## src/rtl/move_target_generator_if.sv

```systemverilog
// Handshake bundle between the game-logic FSM and the move target generator.
// The master side requests an enumeration and consumes candidate squares.
// The slave side is the generator itself.
interface move_target_generator_if;
  logic       start;
  logic [5:0] currentPosition;
  logic [3:0] currentPiece;
  logic       targetReady;
  logic [5:0] targetPosition;
  logic       targetValid;
  logic       busy;
  logic       done;
  logic [5:0] count;

  modport master (
    output start, currentPosition, currentPiece, targetReady,
    input  targetPosition, targetValid, busy, done, count
  );

  modport slave (
    input  start, currentPosition, currentPiece, targetReady,
    output targetPosition, targetValid, busy, done, count
  );
endinterface

```

## src/rtl/move_target_generator.sv

```systemverilog
// Move target generator: for a latched piece/square, walks that piece's
// candidate list and emits every on-board target square, one per
// valid/ready handshake. Only board geometry is considered; occupancy,
// blocking and check are filtered further downstream.
// Square index is col*8 + row, with row 0 at the top.
module move_target_generator (
  input  logic                          clk,
  input  logic                          reset,
  move_target_generator_if.slave        bus
);

  typedef enum logic [1:0] {IDLE, SCAN, EMIT, DONE} state_t;

  state_t     state;
  logic [5:0] posReg;
  logic [3:0] pieceReg;
  logic [3:0] idxReg;     // position in the piece's candidate list
  logic [2:0] stepReg;    // distance along a sliding direction (1..7)
  logic [5:0] targetPositionOut;
  logic       targetValidOut;
  logic       busyOut;
  logic       doneOut;
  logic [5:0] countOut;

  // Candidate decode
  logic [3:0]        listLen;
  logic              sliding;
  logic signed [4:0] dc;
  logic signed [4:0] dr;
  logic signed [4:0] stepSigned;
  logic signed [4:0] candCol;
  logic signed [4:0] candRow;
  logic              onBoard;
  logic              exhausted;
  logic              pawnDouble;
  logic [1:0]        pawnIdx;
  logic signed [4:0] pawnFwd;

  // Compass direction table d0..d7, packed as {dc, dr}.
  function automatic logic [9:0] dirDelta(input logic [2:0] d);
    logic signed [4:0] x;
    logic signed [4:0] y;
    x = (d == 3'd0 || d == 3'd3 || d == 3'd5) ? -5'sd1 :
        ((d == 3'd1 || d == 3'd6) ? 5'sd0 : 5'sd1);
    y = (d < 3'd3) ? -5'sd1 : ((d < 3'd5) ? 5'sd0 : 5'sd1);
    return {x, y};
  endfunction

  // Decode the current candidate's offset for the latched piece and test it.
  always_comb begin
    listLen    = 4'd0;
    sliding    = 1'b0;
    dc         = 5'sd0;
    dr         = 5'sd0;
    pawnFwd    = pieceReg[3] ? 5'sd1 : -5'sd1;
    // Double step only from the pawn's home row.
    pawnDouble = pieceReg[3] ? (posReg[2:0] == 3'd1) : (posReg[2:0] == 3'd6);
    // Without the double step the list collapses: entries 1,2 become diagonals.
    pawnIdx    = (!pawnDouble && idxReg[1:0] != 2'd0) ? idxReg[1:0] + 2'd1 : idxReg[1:0];

    case (pieceReg[2:0])
      3'd1: begin  // king
        listLen  = 4'd8;
        {dc, dr} = dirDelta(idxReg[2:0]);
      end
      3'd2: begin  // queen
        listLen  = 4'd8;
        sliding  = 1'b1;
        {dc, dr} = dirDelta(idxReg[2:0]);
      end
      3'd3: begin  // bishop: d0, d2, d5, d7
        listLen = 4'd4;
        sliding = 1'b1;
        case (idxReg[1:0])
          2'd0:    {dc, dr} = dirDelta(3'd0);
          2'd1:    {dc, dr} = dirDelta(3'd2);
          2'd2:    {dc, dr} = dirDelta(3'd5);
          default: {dc, dr} = dirDelta(3'd7);
        endcase
      end
      3'd4: begin  // knight: column offset from bits [2:1], row sign from bit 0
        listLen = 4'd8;
        case (idxReg[2:1])
          2'd0:    dc = -5'sd2;
          2'd1:    dc = -5'sd1;
          2'd2:    dc = 5'sd1;
          default: dc = 5'sd2;
        endcase
        if (idxReg[2:1] == 2'd1 || idxReg[2:1] == 2'd2)
          dr = idxReg[0] ? 5'sd2 : -5'sd2;
        else
          dr = idxReg[0] ? 5'sd1 : -5'sd1;
      end
      3'd5: begin  // rook: d1, d3, d4, d6
        listLen = 4'd4;
        sliding = 1'b1;
        case (idxReg[1:0])
          2'd0:    {dc, dr} = dirDelta(3'd1);
          2'd1:    {dc, dr} = dirDelta(3'd3);
          2'd2:    {dc, dr} = dirDelta(3'd4);
          default: {dc, dr} = dirDelta(3'd6);
        endcase
      end
      3'd6: begin  // pawn: forward, optional double, then both captures
        listLen = pawnDouble ? 4'd4 : 4'd3;
        case (pawnIdx)
          2'd0: begin dc = 5'sd0;  dr = pawnFwd; end
          2'd1: begin dc = 5'sd0;  dr = pieceReg[3] ? 5'sd2 : -5'sd2; end
          2'd2: begin dc = -5'sd1; dr = pawnFwd; end
          default: begin dc = 5'sd1; dr = pawnFwd; end
        endcase
      end
      default: listLen = 4'd0;  // empty or undefined code: nothing to emit
    endcase

    stepSigned = {2'b00, stepReg};
    candCol    = $signed({2'b00, posReg[5:3]}) + dc * stepSigned;
    candRow    = $signed({2'b00, posReg[2:0]}) + dr * stepSigned;
    // In range 0..7 exactly when the sign bit and bit 3 are both clear.
    onBoard    = (candCol[4:3] == 2'b00) && (candRow[4:3] == 2'b00);
    exhausted  = (idxReg >= listLen);
  end

  // Control FSM with registered outputs.
  always_ff @(posedge clk or posedge reset) begin
    if (reset) begin
      state             <= IDLE;
      posReg            <= 6'd0;
      pieceReg          <= 4'd0;
      idxReg            <= 4'd0;
      stepReg           <= 3'd1;
      targetPositionOut <= 6'd0;
      targetValidOut    <= 1'b0;
      busyOut           <= 1'b0;
      doneOut           <= 1'b0;
      countOut          <= 6'd0;
    end else begin
      case (state)
        IDLE: begin
          doneOut <= 1'b0;
          if (bus.start) begin
            posReg   <= bus.currentPosition;
            pieceReg <= bus.currentPiece;
            idxReg   <= 4'd0;
            stepReg  <= 3'd1;
            countOut <= 6'd0;
            busyOut  <= 1'b1;
            state    <= SCAN;
          end
        end
        SCAN: begin
          if (exhausted) begin
            busyOut <= 1'b0;
            doneOut <= 1'b1;
            state   <= DONE;
          end else if (onBoard) begin
            targetPositionOut <= {candCol[2:0], candRow[2:0]};
            targetValidOut    <= 1'b1;
            state             <= EMIT;
          end else begin
            // Off-board ends a sliding ray, or skips a single-step candidate.
            idxReg  <= idxReg + 4'd1;
            stepReg <= 3'd1;
          end
        end
        EMIT: begin
          if (bus.targetReady) begin
            targetValidOut <= 1'b0;
            countOut       <= countOut + 6'd1;
            state          <= SCAN;
            if (sliding && stepReg != 3'd7) begin
              stepReg <= stepReg + 3'd1;
            end else begin
              idxReg  <= idxReg + 4'd1;
              stepReg <= 3'd1;
            end
          end
        end
        default: begin  // DONE
          doneOut <= 1'b0;
          state   <= IDLE;
        end
      endcase
    end
  end

  assign bus.targetPosition = targetPositionOut;
  assign bus.targetValid    = targetValidOut;
  assign bus.busy           = busyOut;
  assign bus.done           = doneOut;
  assign bus.count          = countOut;

endmodule

```

## src/flat_wrapper.sv

```systemverilog
// flat-port wrapper written by rule: the top's interface ports become plain ports
module move_target_generator_flat 
  (clk, reset, bus_start, bus_currentPosition, bus_currentPiece, bus_targetReady, bus_targetPosition, bus_targetValid, bus_busy, bus_done, bus_count);
  move_target_generator_if bus_i ();
  input  logic clk;
  input  logic reset;
  input wire logic [$bits(bus_i.start)-1:0] bus_start;
  input wire logic [$bits(bus_i.currentPosition)-1:0] bus_currentPosition;
  input wire logic [$bits(bus_i.currentPiece)-1:0] bus_currentPiece;
  input wire logic [$bits(bus_i.targetReady)-1:0] bus_targetReady;
  output wire logic [$bits(bus_i.targetPosition)-1:0] bus_targetPosition;
  output wire logic [$bits(bus_i.targetValid)-1:0] bus_targetValid;
  output wire logic [$bits(bus_i.busy)-1:0] bus_busy;
  output wire logic [$bits(bus_i.done)-1:0] bus_done;
  output wire logic [$bits(bus_i.count)-1:0] bus_count;
  assign bus_i.start = bus_start;
  assign bus_i.currentPosition = bus_currentPosition;
  assign bus_i.currentPiece = bus_currentPiece;
  assign bus_i.targetReady = bus_targetReady;
  assign bus_targetPosition = bus_i.targetPosition;
  assign bus_targetValid = bus_i.targetValid;
  assign bus_busy = bus_i.busy;
  assign bus_done = bus_i.done;
  assign bus_count = bus_i.count;
  move_target_generator u_core (.clk(clk), .reset(reset), .bus(bus_i));
endmodule
```

## config.mk

```make
export PLATFORM = sky130hd
export DESIGN_NAME = move_target_generator_flat
export DESIGN_NICKNAME = d
export VERILOG_FILES = /design/src/rtl/move_target_generator_if.sv /design/src/rtl/move_target_generator.sv /design/src/flat_wrapper.sv
export SDC_FILE = /design/constraint.sdc
export NUM_CORES = 1
export LEC_CHECK = 0
export CAP_MARGIN = 25
export CORE_MARGIN = 4
export CORE_UTILIZATION = 58
export DETAILED_ROUTE_END_ITERATION = 8
export PLACE_DENSITY_LB_ADDON = 0.05
export SLEW_MARGIN = 20
export SYNTH_ARGS = -nofsm -noshare
export SYNTH_HDL_FRONTEND = slang
export SYNTH_SLANG_ARGS = --single-unit
```

## constraint.sdc

```tcl
create_clock -name clk -period 7.3 [get_ports clk]
set_input_delay 1.46 -clock clk [delete_from_list [all_inputs] [get_ports clk]]
set_output_delay 1.46 -clock clk [all_outputs]
set_load 0.005 [all_outputs]
```

; Word level (Yosys, flattened, before mapping)
; Index checks and enable logic that the tools add are counted.
[op_classes]
n_mux = 52
n_reduce_logical = 37
eq_ne = 29
n_addsub = 6
n_mul = 2
bitwise_logic = 2
magnitude_cmp = 3
[ops]
columns = cell, count
row1 = $mux W5, 10
row2 = $pmux W5 S5, 2
row3 = $pmux W5 S2, 3
row4 = $pmux W4 S3, 2
row5 = $mux W4, 5
row6 = $eq A3 B3 Y1 const B, 6
row7 = $mux W3, 6
row8 = $pmux W5 S3, 1
row9 = $logic_not A2 Y1, 6
row10 = $mux W6, 2
row11 = $pmux W6 S2, 1
row12 = $reduce_and A3 Y1, 4
row13 = $reduce_or A2 Y1, 6
row14 = $add A4 B5 Y5, 2
row15 = $mul A5 B4 Y5, 2
row16 = $mux W1, 10
row17 = $mux W2, 5
row18 = $ne A2 B2 Y1 const B, 5
row19 = $eq A3 B1 Y1 const B, 3
row20 = $eq A3 B2 Y1 const B, 3
row21 = $pmux W3 S3, 1
row22 = $eq A2 B1 Y1 const B, 4
row23 = $eq A2 B2 Y1 const B, 4
row24 = $reduce_bool A2 Y1, 4
row25 = 23 further kinds, 34
[word_totals]
elab_cells = 141
input_bits = 14
regBits = 34

; Depth between registers and ports, before layout
; Gate-level depths: netlist (run 1).
[depth]
ltp_word = 16
ltp_mapped = 23

; Worst setup path after synthesis (run 1)
; Ideal clock, no wire load.
[synth_path]
path_type = register to register
start = register u_core.idxReg[0]
end = register u_core.targetPositionOut[0] (netlist: u_core.bus.targetPosition[0])
synth_period_minus_slack_ns = 5.448
n_path_buf = 2
path_slack_ns = 1.852
setup_ns = 0.125
required_ns = 7.175
path_stages_with_launch = 24
t_arrival_ns = 5.323
cell_sequence = dfrtp_1 -> buf_4 -> inv_1 -> ha_1 -> nor3b_1 -> a21oi_1 -> or2_2 -> maj3_1 -> nor2_1 -> a21oi_1 -> and2_1 -> ha_1 -> ha_1 -> fa_1 -> ha_1 -> a21o_1 -> a21oi_1 -> xnor2_1 -> a311oi_1 -> a21bo_2 -> a311oi_4 -> and3_1 -> buf_6 -> mux2_4
[synth_between]
elab_chain_cells = 12
[synth_rtl]
columns = item, line_no
row1 = start: declaration, move_target_generator.sv:17  ; logic [3:0] idxReg;
row2 = start signal: assignment, move_target_generator.sv:162  ; idxReg <= idxReg + 4'd1;
row3 = start signal: assignment, move_target_generator.sv:174  ; idxReg <= idxReg + 4'd1;
row4 = "parallel branches: the longest is 12 deep, another holds $mul A5 B4 Y5", n/a
row5 = end signal: assignment, move_target_generator.sv:157  ; targetPositionOut <= {candCol[2:0], candRow[2:0]};
row6 = end: declaration, move_target_generator.sv:19  ; logic [5:0] targetPositionOut;
; Several ways; the timed one is not identified.
; A chain may end at the register's enable or synchronous reset.

; Final worst setup path (run 1)
[layout_path]
start = register u_core.idxReg[0]
end = register u_core.targetPositionOut[3] (netlist: u_core.bus.targetPosition[3])
; Same word-level chain as after synthesis.

==> impl_metrics.env, run 1 <==
export IMPL_status="finished, final reports clean"
export IMPL_syn_inst=297
export IMPL_drv_slew=0
export IMPL_htree_levels=2
export IMPL_drtAntennaViolNets=0
export IMPL_area_growth_pct=14.0
export IMPL_synth_edf_count=0
export IMPL_path_max_fanout=13
export IMPL_tightest_slew_ns=0.671
export IMPL_maxCapViolations=0
export IMPL_hold_viol=0
export IMPL_ys_flop_type="dfrtp_1"
export IMPL_crit_path_cell_trace="inv_1, ha_1, nor3b_1, a21oi_1, or2_2, maj3_1, nor2_1, a21oi_1, and2_1, ha_1, ha_1, fa_1, ha_1, a21o_1, a21oi_1, xnor2_1, a311oi_1, a21bo_2, a311oi_4, and3_1, mux2_4"
export IMPL_r2r_end="u_core.bus.targetPosition[3]"
export IMPL_insertion_delay_ns=0.29
export IMPL_min_from="u_core.bus.targetValid"
export IMPL_ys_ff_latch=34
export IMPL_die_x_um=79.4
export IMPL_crit_path_frequent_cell="ha_1"
export IMPL_ioPinCount=29
export IMPL_drc=0
export IMPL_synthDistinctLibCells=61
export IMPL_setup_worst_path_end_class="flop"
export IMPL_overflow=0
export IMPL_wl_per_cell_um=16.1
export IMPL_syn_area_per_cell_sq_um=9.95
export IMPL_min_path_cells=2
export IMPL_hold_class="flop to flop"
export IMPL_synth_area_sq_um=2960
export IMPL_fmax_ghz=0.165
export IMPL_grt_max_degree=35
export IMPL_rsz0062_at_grt="no"
export IMPL_first_pass_iters=4
export IMPL_io_buffers=28
export IMPL_drt_wl_total_mm=6.32
export IMPL_clock_path_buffers=2
export IMPL_r2r_cells=21
export IMPL_clock_sinks=34
export IMPL_antenna_found_initial=0
export IMPL_startpoint_type="flop"
export IMPL_crit_slowest_cell="dfrtp_1"
export IMPL_critPathMaxStageDelay_ns=0.58
export IMPL_drt_initial_drc_count=102
export IMPL_cts_hold_buf=0
export IMPL_fin_nets=387
export IMPL_route_vias_total=2240
export IMPL_die_area_sq_um=6300
export IMPL_r2r_start="u_core.idxReg[0]"
export IMPL_die_h_um=79.4
export IMPL_async_flop_share_pct=100
export IMPL_rows=25
export IMPL_drt_vias_per_instance=5.71
export IMPL_synth_fp_nets=360
export IMPL_period_share_pct=83.2
export IMPL_worst_clock_skew_ns=0.00373
export IMPL_fin_setup_tns_ns=0
export IMPL_arrival_ns=6.25
export IMPL_grt_pass1_vias=2235
export IMPL_n_antenna_cell=0
export IMPL_core_area_sq_um=4820
export IMPL_yosysSeqAreaShare_pct=28.8
export IMPL_fillers=390
export IMPL_cts_tree="done"
export IMPL_cts_root_buf="clkbuf_8"
export IMPL_cts_reportedPaths_clkPinSlew_ns=0.08
export IMPL_grt_pass1_wl_mm=11.0
export IMPL_start_util_pct=61.4
export IMPL_track_usage_pct=22.3
export IMPL_r2r_setup_slack_ns=1.23
export IMPL_cts_buffers=5
export IMPL_cts_resized_gates=0
export IMPL_drive_gt1_share_pct=11.4
export IMPL_dp_hpwl_mm=4.95
export IMPL_finalCriticalPeriod_ns=6.07
export IMPL_path_class="flop to flop"
export IMPL_postCtsSetupRepairBufs=0
export IMPL_slew_limit_headroom_pct=55.2
export IMPL_min_to="u_core.bus.targetValid"
export IMPL_place_gp_congestion=0.896
export IMPL_required_ns=7.47
export IMPL_yosysWarnings=0
export IMPL_finalSetupViolCount=0
## synth_stat cells, drive strengths merged (4+ instances only)
cell / number / area (sq um)
ha: 43 / 538
dfrtp: 33 / 826
inv: 23 / 86.3
nor2: 22 / 82.6
nand2: 18 / 67.6
a21oi: 16 / 83.8
mux2: 15 / 184
o21ai: 15 / 82.6
xnor2: 11 / 96.3
mux2i: 8 / 80.1
a31oi: 7 / 43.8
and2: 6 / 37.5
fa: 6 / 120
clkbuf: 5 / 18.8
a21o: 4 / 30.0
buf: 4 / 35.0
nor2b: 4 / 25.0
## layout by cell type, fill, tap and decap left out, types with 4 or more instances in the layout
cell type        synthesis  final
a21o_1                   4      4
a21oi_1                 15     15
a31oi_1                  7      7
and2_1                   6      6
clkbuf_8                 0      6
clkdlybuf4s50_1          0     28
dfrtp_1                 33     33
fa_1                     6      6
ha_1                    43     43
inv_1                   23     23
mux2_2                  11     11
mux2_4                   4      4
mux2i_1                  8      8
nand2_1                 18     18
nor2_1                  22     22
nor2b_1                  4      4
o21ai_0                  8      8
o21ai_1                  5      5
xnor2_1                 11     11
## cells by family after synthesis
logic type	synth area share [%]
AO/OA/AOI/OAI	15.8
XOR/XNOR	4.15
adder cells (fa/ha/maj)	22.9
buffers and inverters	4.74
flip-flops	28.8
multiplexers	8.93
AND/OR/NAND/NOR	14.6
## registers in the layout (all words and copies together) (netlist names)
signal                     flops
u_core.state                   2
u_core.stepReg                 3
u_core.bus.done                1
u_core.bus.count               6
u_core.bus.busy                1
u_core.pieceReg                4
u_core.bus.targetValid         1
u_core.bus.targetPosition      6
u_core.idxReg                  4
u_core.posReg                  6
## how the worst max path moves through the flow
stage	from	to	slack (ns)	depth (start not counted)
3_3_place_gp	u_core.idxReg[0]	u_core.bus.targetPosition[1]	1.44	21
3_5_place_dp	u_core.idxReg[0]	u_core.bus.targetPosition[3]	1.29	21
2_1_floorplan	u_core.idxReg[0]	u_core.bus.targetPosition[0]	1.85	23
6_report	u_core.idxReg[0]	u_core.bus.targetPosition[3]	1.23	21
4_1_cts	u_core.idxReg[0]	u_core.bus.targetPosition[3]	1.26	21
5_1_grt	u_core.idxReg[0]	u_core.bus.targetPosition[4]	0.79	21
## per-layer routing
metal	GRT usage, %	vias up	routed length (um)
li1	-	1102	-
met1	29.4	1096	2890
met2	38.4	40	3160
met3	4.51	2	245
met4	3.61	0	24
met5	0	-	0
## through the flow
| step | hold slack [ns] | instance area (sq um) | util [%] | instances | worst slack (ns) |
|---|---|---|---|---|---|
| finish | 0.510 | 3370 | 69.9 | 392 | 1.23 |
| global placement | 0.496 | 3270 | 67.9 | 384 | 1.44 |
| detailed placement | 0.489 | 3270 | 67.9 | 384 | 1.29 |
| CTS | 0.515 | 3370 | 69.9 | 392 | 1.26 |
| floorplan | 0.484 | 2960 | - | 297 | 1.85 |
| global route | 0.540 | 3370 | 69.9 | 392 | 0.786 |
## area by class of cell
type / instances / area [sq um] / share of cell area [%]
Sequential cell: 34 / 852 / 25.3
Clock inverter: 2 / 12.5 / 0.371
Inverter: 23 / 86.3 / 2.56
Tap cell: 67 / 83.8 / 2.49
Multi-Input combinational cell: 231 / 1960 / 58.3
Clock buffer: 6 / 82.6 / 2.45
Timing Repair Buffer: 29 / 288 / 8.54
## worst max-delay path, delay by kind of cell, from the launching register on
family	cells	cell delay, ns
AOI/OAI and AO/OA	7	1.37
adders and majority gates	6	2.08
xor gates and xnor gates	1	0.16
buffers and inverters	1	0.19
DFF	1	0.58
muxes	1	0.34
and+or+nand+nor	5	1.23
Power of run 1 is not shown: default switching activity piles up to over one toggle a cycle in this logic, so the estimate is an artifact.
==> run 2, diff against run 1 <==
- CORE_UTILIZATION: 58 -> 52
- clock period: 7.3 -> 5.4 ns (I/O delays scaled with it)
==> impl_metrics.env, run 2 (synthesis gave the netlist of run 1 again) <==
export IMPL_setup_worst_path_end_class="flop"
export IMPL_clock_path_buffers=2
export IMPL_r2r_cells=22
export IMPL_drv_slew=0
export IMPL_layout_commonest_cell="ha_1"
export IMPL_path_class="flop to flop"
export IMPL_fin_nets=413
export IMPL_dr_max_layer_used="met4"
export IMPL_cts_root_buf="clkbuf_8"
export IMPL_n_antenna_cell=0
export IMPL_critPathLaunch="u_core.idxReg[1]"
export IMPL_grt_pass1_wl_mm=10.9
export IMPL_min_from="u_core.bus.targetValid"
export IMPL_required_ns=5.60
export IMPL_utilization_pct=67.3
export IMPL_maxCapViolations=0
export IMPL_drt_initial_drc_count=98
export IMPL_drc=0
export IMPL_overflow=0
export IMPL_period_share_pct=96.0
export IMPL_cts_tree="done"
export IMPL_drive_gt1_share_pct=24.2
export IMPL_arrival_ns=5.39
export IMPL_r2r_setup_slack_ns=0.22
export IMPL_hold_class="flop to flop"
export IMPL_drt_vias_per_instance=5.38
export IMPL_wl_met2_mm=3.17
export IMPL_grt_pass1_vias=2283
export IMPL_core_area_sq_um=5510
export IMPL_r2r_end="u_core.idxReg[0]"
export IMPL_first_pass_iters=4
export IMPL_startpoint_type="flop"
export IMPL_io_buffers=28
export IMPL_area_growth_pct=25.3
export IMPL_grt_max_degree=35
export IMPL_die_h_um=83.4
export IMPL_path_max_fanout=7
export IMPL_antenna_found_initial=0
export IMPL_status="finished, final reports clean"
export IMPL_met1_length_mm=3.16
export IMPL_drt_wl_total_mm=6.67
export IMPL_insertion_delay_ns=0.29
export IMPL_die_area_sq_um=6950
export IMPL_rows=27
export IMPL_tightest_slew_ns=0.616
export IMPL_place_gp_congestion=0.854
export IMPL_worst_clock_skew_ns=0.00724
export IMPL_cts_reportedPaths_clkPinSlew_ns=0.07
export IMPL_ioPinCount=29
export IMPL_dp_hpwl_mm=5.15
export IMPL_cts_buffers=5
export IMPL_layout_common_cells="ha_1, dfrtp_1, clkdlybuf4s50_1, buf_4, nor2_1"
export IMPL_wl_per_cell_um=15.8
export IMPL_slew_limit_headroom_pct=58.6
export IMPL_htree_levels=2
export IMPL_fmax_ghz=0.193
export IMPL_r2r_start="u_core.idxReg[1]"
export IMPL_clock_sinks=34
export IMPL_drtAntennaViolNets=0
export IMPL_finalSetupViolCount=0
export IMPL_hold_viol=0
export IMPL_track_usage_pct=19.3
export IMPL_die_x_um=83.4
export IMPL_cts_hold_buf=0
export IMPL_endpoint="u_core.idxReg[0]"
export IMPL_start_util_pct=53.7
export IMPL_route_vias_total=2276
export IMPL_wl_met3_um=281
export IMPL_finalCriticalPeriod_ns=5.18
## run 2: metrics by stage
step | std cells | area, sq um | setup slack (ns) | TNS, ns | hold slack [ns]
global placement | 407 | 3420 | 0.0178 | 0 | 0.491
finish | 423 | 3700 | 0.217 | 0 | 0.500
floorplan | 297 | 2960 | 0.0396 | 0 | 0.484
CTS | 416 | 3510 | 0.0258 | 0 | 0.505
detailed placement | 407 | 3420 | -0.0707 | -0.338 | 0.488
global route | 423 | 3700 | -0.0291 | -0.0597 | 0.548
## run 2: how the worst min path moves through the flow
stage                             end  slack (ns)  depth (start not counted)
6_report       u_core.bus.targetValid        0.50                          2
3_3_place_gp   u_core.bus.targetValid        0.49                          2
3_5_place_dp   u_core.bus.targetValid        0.49                          2
2_1_floorplan        u_core.posReg[4]        0.48                          1
4_1_cts        u_core.bus.targetValid        0.51                          2
5_1_grt               u_core.bus.done        0.55                          1
## run 2: timing repair
item	CTS	global route
resized for setup	2	27
endpoints found under the setup margin	9	16
pin swaps	0	14
setup buffers	1	7
gates cloned	0	0
## run 2: per-layer routing
metal | track usage (%) | vias up
li1 | - | 1160
met1 | 27.2 | 1076
met2 | 31.4 | 34
met3 | 3.57 | 6
met4 | 3.12 | 0
met5 | 0 | -
## run 2: area by class of cell
cell class	instances	area, sq um
Sequential cell	34	853
Clock buffer	6	72.6
Fill cell	447	1800
Timing Repair Buffer	55	487
Tap cell	72	90.1
Clock inverter	2	10.0
Multi-Input combinational cell	231	2100
Inverter	23	86.3
## run 2: worst max-delay path, stage by stage (launching register included)
cell and delay [ns]:
dfrtp_1 0.40, buf_6 0.15, ha_1 0.18, ha_1 0.19, or2_2 0.30, maj3_1 0.34, nor2_1 0.09, a21oi_1 0.07
and2_1 0.18, ha_1 0.31, ha_4 0.28, fa_1 0.43, ha_1 0.31, a21o_1 0.17, a21oi_2 0.17, xnor2_2 0.11
buf_4 0.15, nand4bb_4 0.23, a311oi_4 0.34, buf_4 0.18, o21ai_2 0.07, nand3b_1 0.23, mux2i_1 0.22
Power of run 2 is left out for the same reason.
